==> src/rtl/pattern_stream_ctrl_if.sv <==
// pattern_stream_ctrl_if: word-in / result-out handshake bundle of the pattern stream sequencer.
interface pattern_stream_ctrl_if #(
  parameter int WIDTH = 8,
  parameter int CNT_W = 4,
  parameter int IDX_W = $clog2(WIDTH) + 1
);
  logic             word_valid_i;
  logic [WIDTH-1:0] word_data_i;
  logic             word_ready_o;
  logic             res_valid_o;
  logic             res_ready_i;
  logic [CNT_W-1:0] res_x_cnt_o;
  logic [CNT_W-1:0] res_y_cnt_o;
  logic [IDX_W-1:0] res_xfirst_o;
  modport master (
    output word_valid_i, word_data_i, res_ready_i,
    input  word_ready_o, res_valid_o, res_x_cnt_o, res_y_cnt_o, res_xfirst_o
  );
  modport slave (
    input  word_valid_i, word_data_i, res_ready_i,
    output word_ready_o, res_valid_o, res_x_cnt_o, res_y_cnt_o, res_xfirst_o
  );
endinterface

==> src/rtl/pattern_stream_ctrl.sv <==
// pattern_stream_ctrl: shifts words bit-serially into a dual pattern detector and reports x/y hit counts per word.
module pattern_stream_ctrl #(
  parameter int WIDTH     = 8,
  parameter int CNT_W     = 4,
  parameter bit MSB_FIRST = 1'b1,
  parameter int IDX_W     = $clog2(WIDTH) + 1
) (
  input  logic                       clk,
  input  logic                       rst,
  pattern_stream_ctrl_if.slave       strm,
  output logic                       det_rst_o,
  output logic                       ser_o,
  output logic                       ser_en_o,
  input  logic                       x_i,
  input  logic                       y_i
);
  typedef enum logic [1:0] {IDLE, SHIFT, DRAIN, REPORT} state_t;
  localparam logic [IDX_W-1:0] NONE = IDX_W'(WIDTH);
  localparam logic [IDX_W-1:0] LAST = IDX_W'(WIDTH - 1);
  localparam logic [CNT_W-1:0] SAT  = '1;
  state_t           state_q, state_d;
  logic [WIDTH-1:0] sh_q, sh_d;
  logic [IDX_W-1:0] bit_q, bit_d, xfirst_q, xfirst_d;
  logic [CNT_W-1:0] x_cnt_q, x_cnt_d, y_cnt_q, y_cnt_d;
  logic             y_pend_q;
  logic             accept, x_hit, y_hit;
  assign accept = (state_q == IDLE) && strm.word_valid_i;
  assign x_hit  = (state_q == SHIFT) && x_i;
  // y is a registered detector output, so it trails ser_o by one cycle
  assign y_hit  = y_pend_q && y_i;
  always_ff @(posedge clk or negedge rst) begin
    if (!rst) state_q <= IDLE;
    else      state_q <= state_d;
  end
  always_comb begin
    state_d = state_q;
    case (state_q)
      IDLE:   if (strm.word_valid_i) state_d = SHIFT;
      SHIFT:  if (bit_q == LAST) state_d = DRAIN;
      DRAIN:  state_d = REPORT;
      REPORT: if (strm.res_ready_i) state_d = IDLE;
    endcase
  end
  always_comb begin
    strm.word_ready_o = state_q == IDLE;
    strm.res_valid_o  = state_q == REPORT;
    ser_en_o          = state_q == SHIFT;
    det_rst_o         = (state_q == SHIFT) || (state_q == DRAIN);
  end
  always_comb begin
    sh_d     = accept ? strm.word_data_i
             : (state_q == SHIFT) ? (MSB_FIRST ? sh_q << 1 : sh_q >> 1) : sh_q;
    bit_d    = accept ? '0 : (state_q == SHIFT) ? bit_q + IDX_W'(1) : bit_q;
    x_cnt_d  = accept ? '0 : (x_hit && x_cnt_q != SAT) ? x_cnt_q + CNT_W'(1) : x_cnt_q;
    y_cnt_d  = accept ? '0 : (y_hit && y_cnt_q != SAT) ? y_cnt_q + CNT_W'(1) : y_cnt_q;
    xfirst_d = accept ? NONE : (x_hit && xfirst_q == NONE) ? bit_q : xfirst_q;
  end
  always_ff @(posedge clk or negedge rst) begin
    if (!rst) begin
      sh_q     <= '0;
      bit_q    <= '0;
      x_cnt_q  <= '0;
      y_cnt_q  <= '0;
      xfirst_q <= NONE;
      y_pend_q <= 1'b0;
    end else begin
      sh_q     <= sh_d;
      bit_q    <= bit_d;
      x_cnt_q  <= x_cnt_d;
      y_cnt_q  <= y_cnt_d;
      xfirst_q <= xfirst_d;
      y_pend_q <= ser_en_o;
    end
  end
  assign ser_o             = MSB_FIRST ? sh_q[WIDTH-1] : sh_q[0];
  assign strm.res_x_cnt_o  = x_cnt_q;
  assign strm.res_y_cnt_o  = y_cnt_q;
  assign strm.res_xfirst_o = xfirst_q;
endmodule
==> src/flat_wrapper.sv <==
// flat-port wrapper written by rule: the top's interface ports become plain ports
module pattern_stream_ctrl_flat 
#(
  parameter int WIDTH     = 8,
  parameter int CNT_W     = 4,
  parameter bit MSB_FIRST = 1'b1,
  parameter int IDX_W     = $clog2(WIDTH) + 1
)
  (clk, rst, det_rst_o, ser_o, ser_en_o, x_i, y_i, strm_word_valid_i, strm_word_data_i, strm_res_ready_i, strm_word_ready_o, strm_res_valid_o, strm_res_x_cnt_o, strm_res_y_cnt_o, strm_res_xfirst_o);
  pattern_stream_ctrl_if #(.WIDTH(WIDTH), .CNT_W(CNT_W), .IDX_W(IDX_W)) strm_i ();
  input  logic clk;
  input  logic rst;
  output logic det_rst_o;
  output logic ser_o;
  output logic ser_en_o;
  input  logic x_i;
  input  logic y_i;
  input wire logic [$bits(strm_i.word_valid_i)-1:0] strm_word_valid_i;
  input wire logic [$bits(strm_i.word_data_i)-1:0] strm_word_data_i;
  input wire logic [$bits(strm_i.res_ready_i)-1:0] strm_res_ready_i;
  output wire logic [$bits(strm_i.word_ready_o)-1:0] strm_word_ready_o;
  output wire logic [$bits(strm_i.res_valid_o)-1:0] strm_res_valid_o;
  output wire logic [$bits(strm_i.res_x_cnt_o)-1:0] strm_res_x_cnt_o;
  output wire logic [$bits(strm_i.res_y_cnt_o)-1:0] strm_res_y_cnt_o;
  output wire logic [$bits(strm_i.res_xfirst_o)-1:0] strm_res_xfirst_o;
  assign strm_i.word_valid_i = strm_word_valid_i;
  assign strm_i.word_data_i = strm_word_data_i;
  assign strm_i.res_ready_i = strm_res_ready_i;
  assign strm_word_ready_o = strm_i.word_ready_o;
  assign strm_res_valid_o = strm_i.res_valid_o;
  assign strm_res_x_cnt_o = strm_i.res_x_cnt_o;
  assign strm_res_y_cnt_o = strm_i.res_y_cnt_o;
  assign strm_res_xfirst_o = strm_i.res_xfirst_o;
  pattern_stream_ctrl #(.WIDTH(WIDTH), .CNT_W(CNT_W), .MSB_FIRST(MSB_FIRST), .IDX_W(IDX_W)) u_core (.clk(clk), .rst(rst), .strm(strm_i), .det_rst_o(det_rst_o), .ser_o(ser_o), .ser_en_o(ser_en_o), .x_i(x_i), .y_i(y_i));
endmodule
==> config.mk <==
export PLATFORM = sky130hd
export DESIGN_NAME = pattern_stream_ctrl_flat
export DESIGN_NICKNAME = d
export VERILOG_FILES = /design/src/rtl/pattern_stream_ctrl_if.sv /design/src/rtl/pattern_stream_ctrl.sv /design/src/flat_wrapper.sv
export SDC_FILE = /design/constraint.sdc
export NUM_CORES = 1
export LEC_CHECK = 0
export CAP_MARGIN = 20
export CORE_MARGIN = 5
export CORE_UTILIZATION = 42
export CTS_CLUSTER_DIAMETER = 100
export DETAILED_ROUTE_END_ITERATION = 8
export GPL_TIMING_DRIVEN = 0
export PLACE_DENSITY = 0.76
export SKIP_LAST_GASP = 1
export SLEW_MARGIN = 20
export SYNTH_ARGS = -nofsm -noshare
export SYNTH_HDL_FRONTEND = slang
export SYNTH_SLANG_ARGS = --single-unit
==> constraint.sdc <==
create_clock -name clk -period 1.7 [get_ports clk]
set_input_delay 0.34 -clock clk [delete_from_list [all_inputs] [get_ports clk]]
set_output_delay 0.34 -clock clk [all_outputs]
set_load 0.01 [all_outputs]
# Word level (Yosys, flattened, before mapping)
# Cells that the tools add are included.
# word_totals
reg_bits	27
word_cells	47
# classes
addsub	3
n_eq_ne	10
mux	14
n_reduce_logical	13
# ops
cell	count
two-way mux 4 bit	8
two-way mux 8 bit	2
adder 4 x 1 -> 4 bit (second input constant)	3
!= test 4 bit (second input constant)	2
case mux 2 bit (4 select lines)	1
nonzero test 2 bit	4
logical AND 1 bit	6
two-way mux 2 bit	3
!= test 2 bit (second input constant)	3
equality test 2 bit (second input constant)	2
equality test 4 x 3 -> 1 bit (second input constant)	1
equality test 4 bit (second input constant)	1
AND reduction 3 bit	1
equality test 2 x 1 -> 1 bit (second input constant)	1
logical NOT 2 bit	1
logical OR 1 bit	1

# Logic depth before layout (Yosys ltp)
# Gate-level depths: netlist of run 1.
# depth
depth_word	5
mapped_depth	6

# Worst setup path before layout of run 1
# OpenSTA, ideal clock, no wires.
# synth_timing
path_type	flip-flop to flip-flop
startpoint	register u_core.state_q[0]
endpoint	register u_core.state_q[1]
arrival_time_ps	1477
required_time_ps	1572
slack_ps	95
path_stages_with_launch	5
path_cell_list	dfrtp_1 inv_1 ha_1 a222oi_1 mux2_1
# synth_via
elab_chain_len	3
word_cells_on_any_way	9
# synth_lines
item	line	source
start: declaration	pattern_stream_ctrl.sv:21	state_t state_q, state_d;
start signal: assignment	pattern_stream_ctrl.sv:33	else state_q <= state_d;
logical NOT 2 bit *	--	
net strm_word_ready_o	flat_wrapper.sv:21	output wire logic [$bits(strm_i.word_ready_o)-1:0] strm_word_ready_o;
!= test 2 bit (no line)	--	
AND reduction 3 bit (no line)	--	
# The timed path passes the listed nets; every way through them passes the cells marked *.
# A chain may end at the register's enable or synchronous reset.

# Final worst setup path of run 1
# layout_timing
startpoint	register u_core.y_cnt_q[0], in the netlist u_core.strm.res_y_cnt_o[0]
endpoint	output strm_res_y_cnt_o[0]
# layout_lines
item	line	source
start: declaration	pattern_stream_ctrl.sv:24	logic [CNT_W-1:0] x_cnt_q, x_cnt_d, y_cnt_q, y_cnt_d;
start signal: assignment	pattern_stream_ctrl.sv:70	y_cnt_q <= y_cnt_d;
end: declaration	flat_wrapper.sv:24	output wire logic [$bits(strm_i.res_y_cnt_o)-1:0] strm_res_y_cnt_o;
# No word-level cell between the ends.

==> results of run 1 <==
-- final cells by class --
| type | count | area, um^2 |
|---|---|---|
| fill | 266 | 1246 |
| sequential | 27 | 678.2 |
| tap | 44 | 55.05 |
| multi-input combinational | 87 | 615.6 |
| buffer | 4 | 20.02 |
| clock buffer | 3 | 22.52 |
| timing repair buffer | 39 | 355.3 |
| inverter | 8 | 30.03 |
| clock inverter | 1 | 5.005 |
-- worst paths after layout --
kind	startpoint	endpoint	slack, ps
max reg2reg	u_core.state_q[0]	u_core.state_q[1]	100
min	rst	u_core.strm.res_y_cnt_o[3]	-2
min in group clk	u_core.sh_q[0]	u_core.sh_q[0]	540
max	u_core.strm.res_y_cnt_o[0]	strm_res_y_cnt_o[0]	60
min reg2reg	u_core.sh_q[0]	u_core.sh_q[0]	540
max in group asynchronous	rst	u_core.strm.res_y_cnt_o[2]	1290
-- metal layers --
metal	global-route usage	up-vias	part of all wire	routed length, um
li1	-	536	-	-
met5	0	-	0	0
met4	0.05838	0	0.0084	25
met3	0.02381	2	0.059	176
met1	0.1792	545	0.42	1249
met2	0.2689	36	0.51	1530
-- synth_stat cells --
cell,instances,area share
and2_1,1,0.0047
a21o_1,1,0.0057
mux2_1,1,0.0085
o311ai_0,2,0.013
inv_1,8,0.023
xnor2_1,1,0.0066
dfrtp_1,26,0.49
ha_1,8,0.076
and3_1,2,0.0095
o31ai_1,2,0.011
nor2_1,6,0.017
nand3b_1,4,0.023
or3b_2,1,0.0066
xor2_1,2,0.013
and2_0,1,0.0047
clkbuf_1,3,0.0085
mux2i_1,9,0.068
dfstp_2,1,0.020
o21ai_0,11,0.042
nor4b_2,1,0.011
a21oi_1,8,0.030
a31oi_1,1,0.0047
nand2_1,13,0.037
or3_1,4,0.019
nand3_1,4,0.015
o41ai_1,2,0.013
a222oi_1,1,0.0076
nand4_1,1,0.0047
buf_2,1,0.0038
-- sequential cells by signal, indices dropped and copies added (netlist names) --
name,flops
u_core.strm.res_y_cnt_o,4
u_core.bit_q,4
u_core.y_pend_q,1
u_core.strm.res_x_cnt_o,4
u_core.state_q,2
u_core.strm.res_xfirst_o,4
u_core.sh_q,8
-- power by group --
group,internal [mW],total (mW),switching [mW]
clock,0.0881,0.273,0.184
combinational,0.742,1.44,0.694
sequential,0.901,1.09,0.187
-- timing repair --
action                     CTS  global route
setup buffers                5             4
gates resized for setup     13            16
pin swaps                    1             1
cloned                       0             0
setup endpoints to repair   13            22
-- logic make-up (layout without fill, tap and decap cells) --
group / after synthesis / count (layout) / synth area share
muxes: 10 / 10 / 0.07671
AOI/OAI and AO/OA: 28 / 28 / 0.1278
xor gates and xnor gates: 3 / 3 / 0.01989
and+or+nand+nor: 38 / 38 / 0.1525
adders and majority gates: 8 / 8 / 0.07576
buffers and inverters: 12 / 55 / 0.03503
DFF: 27 / 27 / 0.5123
-- per-stage QoR --
stage | utilization | setup TNS [ps] | worst slack [ps] | power (mW)
after CTS | 0.5777 | -18.60 | -18.60 | 2.786
final | 0.5884 | 0 | 61.74 | 2.797
after floorplan | - | 0 | 95.11 | 1.853
after global placement | 0.5537 | -2384 | -164.7 | 2.348
after global routing | 0.5884 | -24.20 | -24.20 | 3.061
after detailed placement | 0.5521 | -529.5 | -169.6 | 2.416
==> flow_summary_export.csv, run 1 <==
group,metric,value,unit
run_status,run_status,"finished, violations left",
run_status,violations,"negative hold slack",
placement,dp_hpwl,2116,um
die,core-area,3028,um^2
cts,root_buffer,"clkbuf_4",
sta,finalSetupViolations,0,
sta,relSlewSlack,0.6082,
critical_path,arrival,1300,ps
cts,numCtsBuffers,3,
pwr,irDropWorstVdd,0.7766,mV
final_layout,fin_area,1782,um^2
die,start_util,0.4364,
critical_path,cpPeakStageDelay,570,ps
sta,hold_ws,-1.673,ps
synth,yosysWarnings,0,
sta,maxSlewViolCount,0,
final_layout,final_common_cell,"dfrtp_1",
routing,drc,0,
global_route,grt_pass1_vias,1151,
die,die-area,4368,um^2
global_route,grtUsageTotal,0.1507,
final_layout,layoutNonFillerInstCount,213,
critical_path,crit_cells,1,
final_layout,final_cell_mix,"dfrtp_1, clkdlybuf4s50_1, nand2_1",
routing,postRouteAntennaNets,0,
routing,drtPass1Iterations,4,
synth,avgSynthCellArea,10.49,um^2
routing,vias,1119,
critical_path,rr_worst_depth,5,
die,die_h,66.09,um
sta,worst_pin_slew,587.7,ps
die,io_pins,31,
placement,dpl.cell_count,200,
cts,clkTransAtPathRegs,140,ps
placement,gp_congestion,0.7750,
synth,synth_cells,126,
final_layout,fin_nets,192,
sta,finalHoldViolCount,2,
sta,min_period,1638,ps
synth,ys_ff_latch,27,
routing,post_drt_via_cell_ratio,5.254,
sta,worst_clock_skew,0.9824,ps
final_layout,drive_gt1_frac,0.1775,
pwr,p_leak,0.8242,nW
sta,fmax,610.4,MHz
global_route,antenna_found_initial,0,
global_route,grt_max_degree,28,
critical_path,crit_required,1360,ps
critical_path,crit_family,"buffers and inverters",
die,fp.dieW,66.09,um
cts,clockBufferDepth,2,
sta,fin_crit_sh,0.9637,
global_route,grt_pass1_wl,5216,um
synth,synth_fp_nets,148,
synth,synthDistinctLibCells,29,
cts,numClockSinks,27,
critical_path,slowest_stage,"clkdlybuf4s50_1",
min_path,hp-class,"input port to async pin",
cts,worstSkewPairLatency,320,ps
routing,drt_iter0_drc,65,
critical_path,worst_setup_path_start_kind,"flip-flop",
critical_path,crit_buf_inv,1,
synth,syn-cell-area,1321,um^2
synth,ys_seq_area_frac,0.5123,
routing,routed_wl,2981,um
critical_path,crit_chain,"clkdlybuf4s50_1",
sta,rsz0062_at_grt,"yes",
flow_run,maxCapViolCount,0,
placement,portBuffers,30,
placement,dpl_cell_area,1672,um^2
routing,routedWlPerCell,14.00,um
cts,h-tree-depth,1,
global_route,grt-ovfl-total,0,
pwr,p_per_area,1570,nW/um^2
cts,holdBufCountCts,0,
final_layout,diodes,0,
die,fp-row-count,20,
final_layout,syn2layout_area_growth,34.85,%
critical_path,crit_fanout,4,
critical_path,critPathKind,"flip-flop to output pin",
cts,cts_tree,"yes",
critical_path,endpoint_kind,"output pin",
Power figures use the tool's default switching activity.
==> run 2: changes to the inputs <==
--- a/config.mk
+++ b/config.mk
@@ -5,7 +5,7 @@
 export SDC_FILE = /design/constraint.sdc
 export NUM_CORES = 1
 export LEC_CHECK = 0
-export CAP_MARGIN = 20
+export CAP_MARGIN = 5
 export CORE_MARGIN = 5
 export CORE_UTILIZATION = 42
 export CTS_CLUSTER_DIAMETER = 100
==> results of run 2 <==
No change in the layout: final DEF, timing and power equal those of run 1.
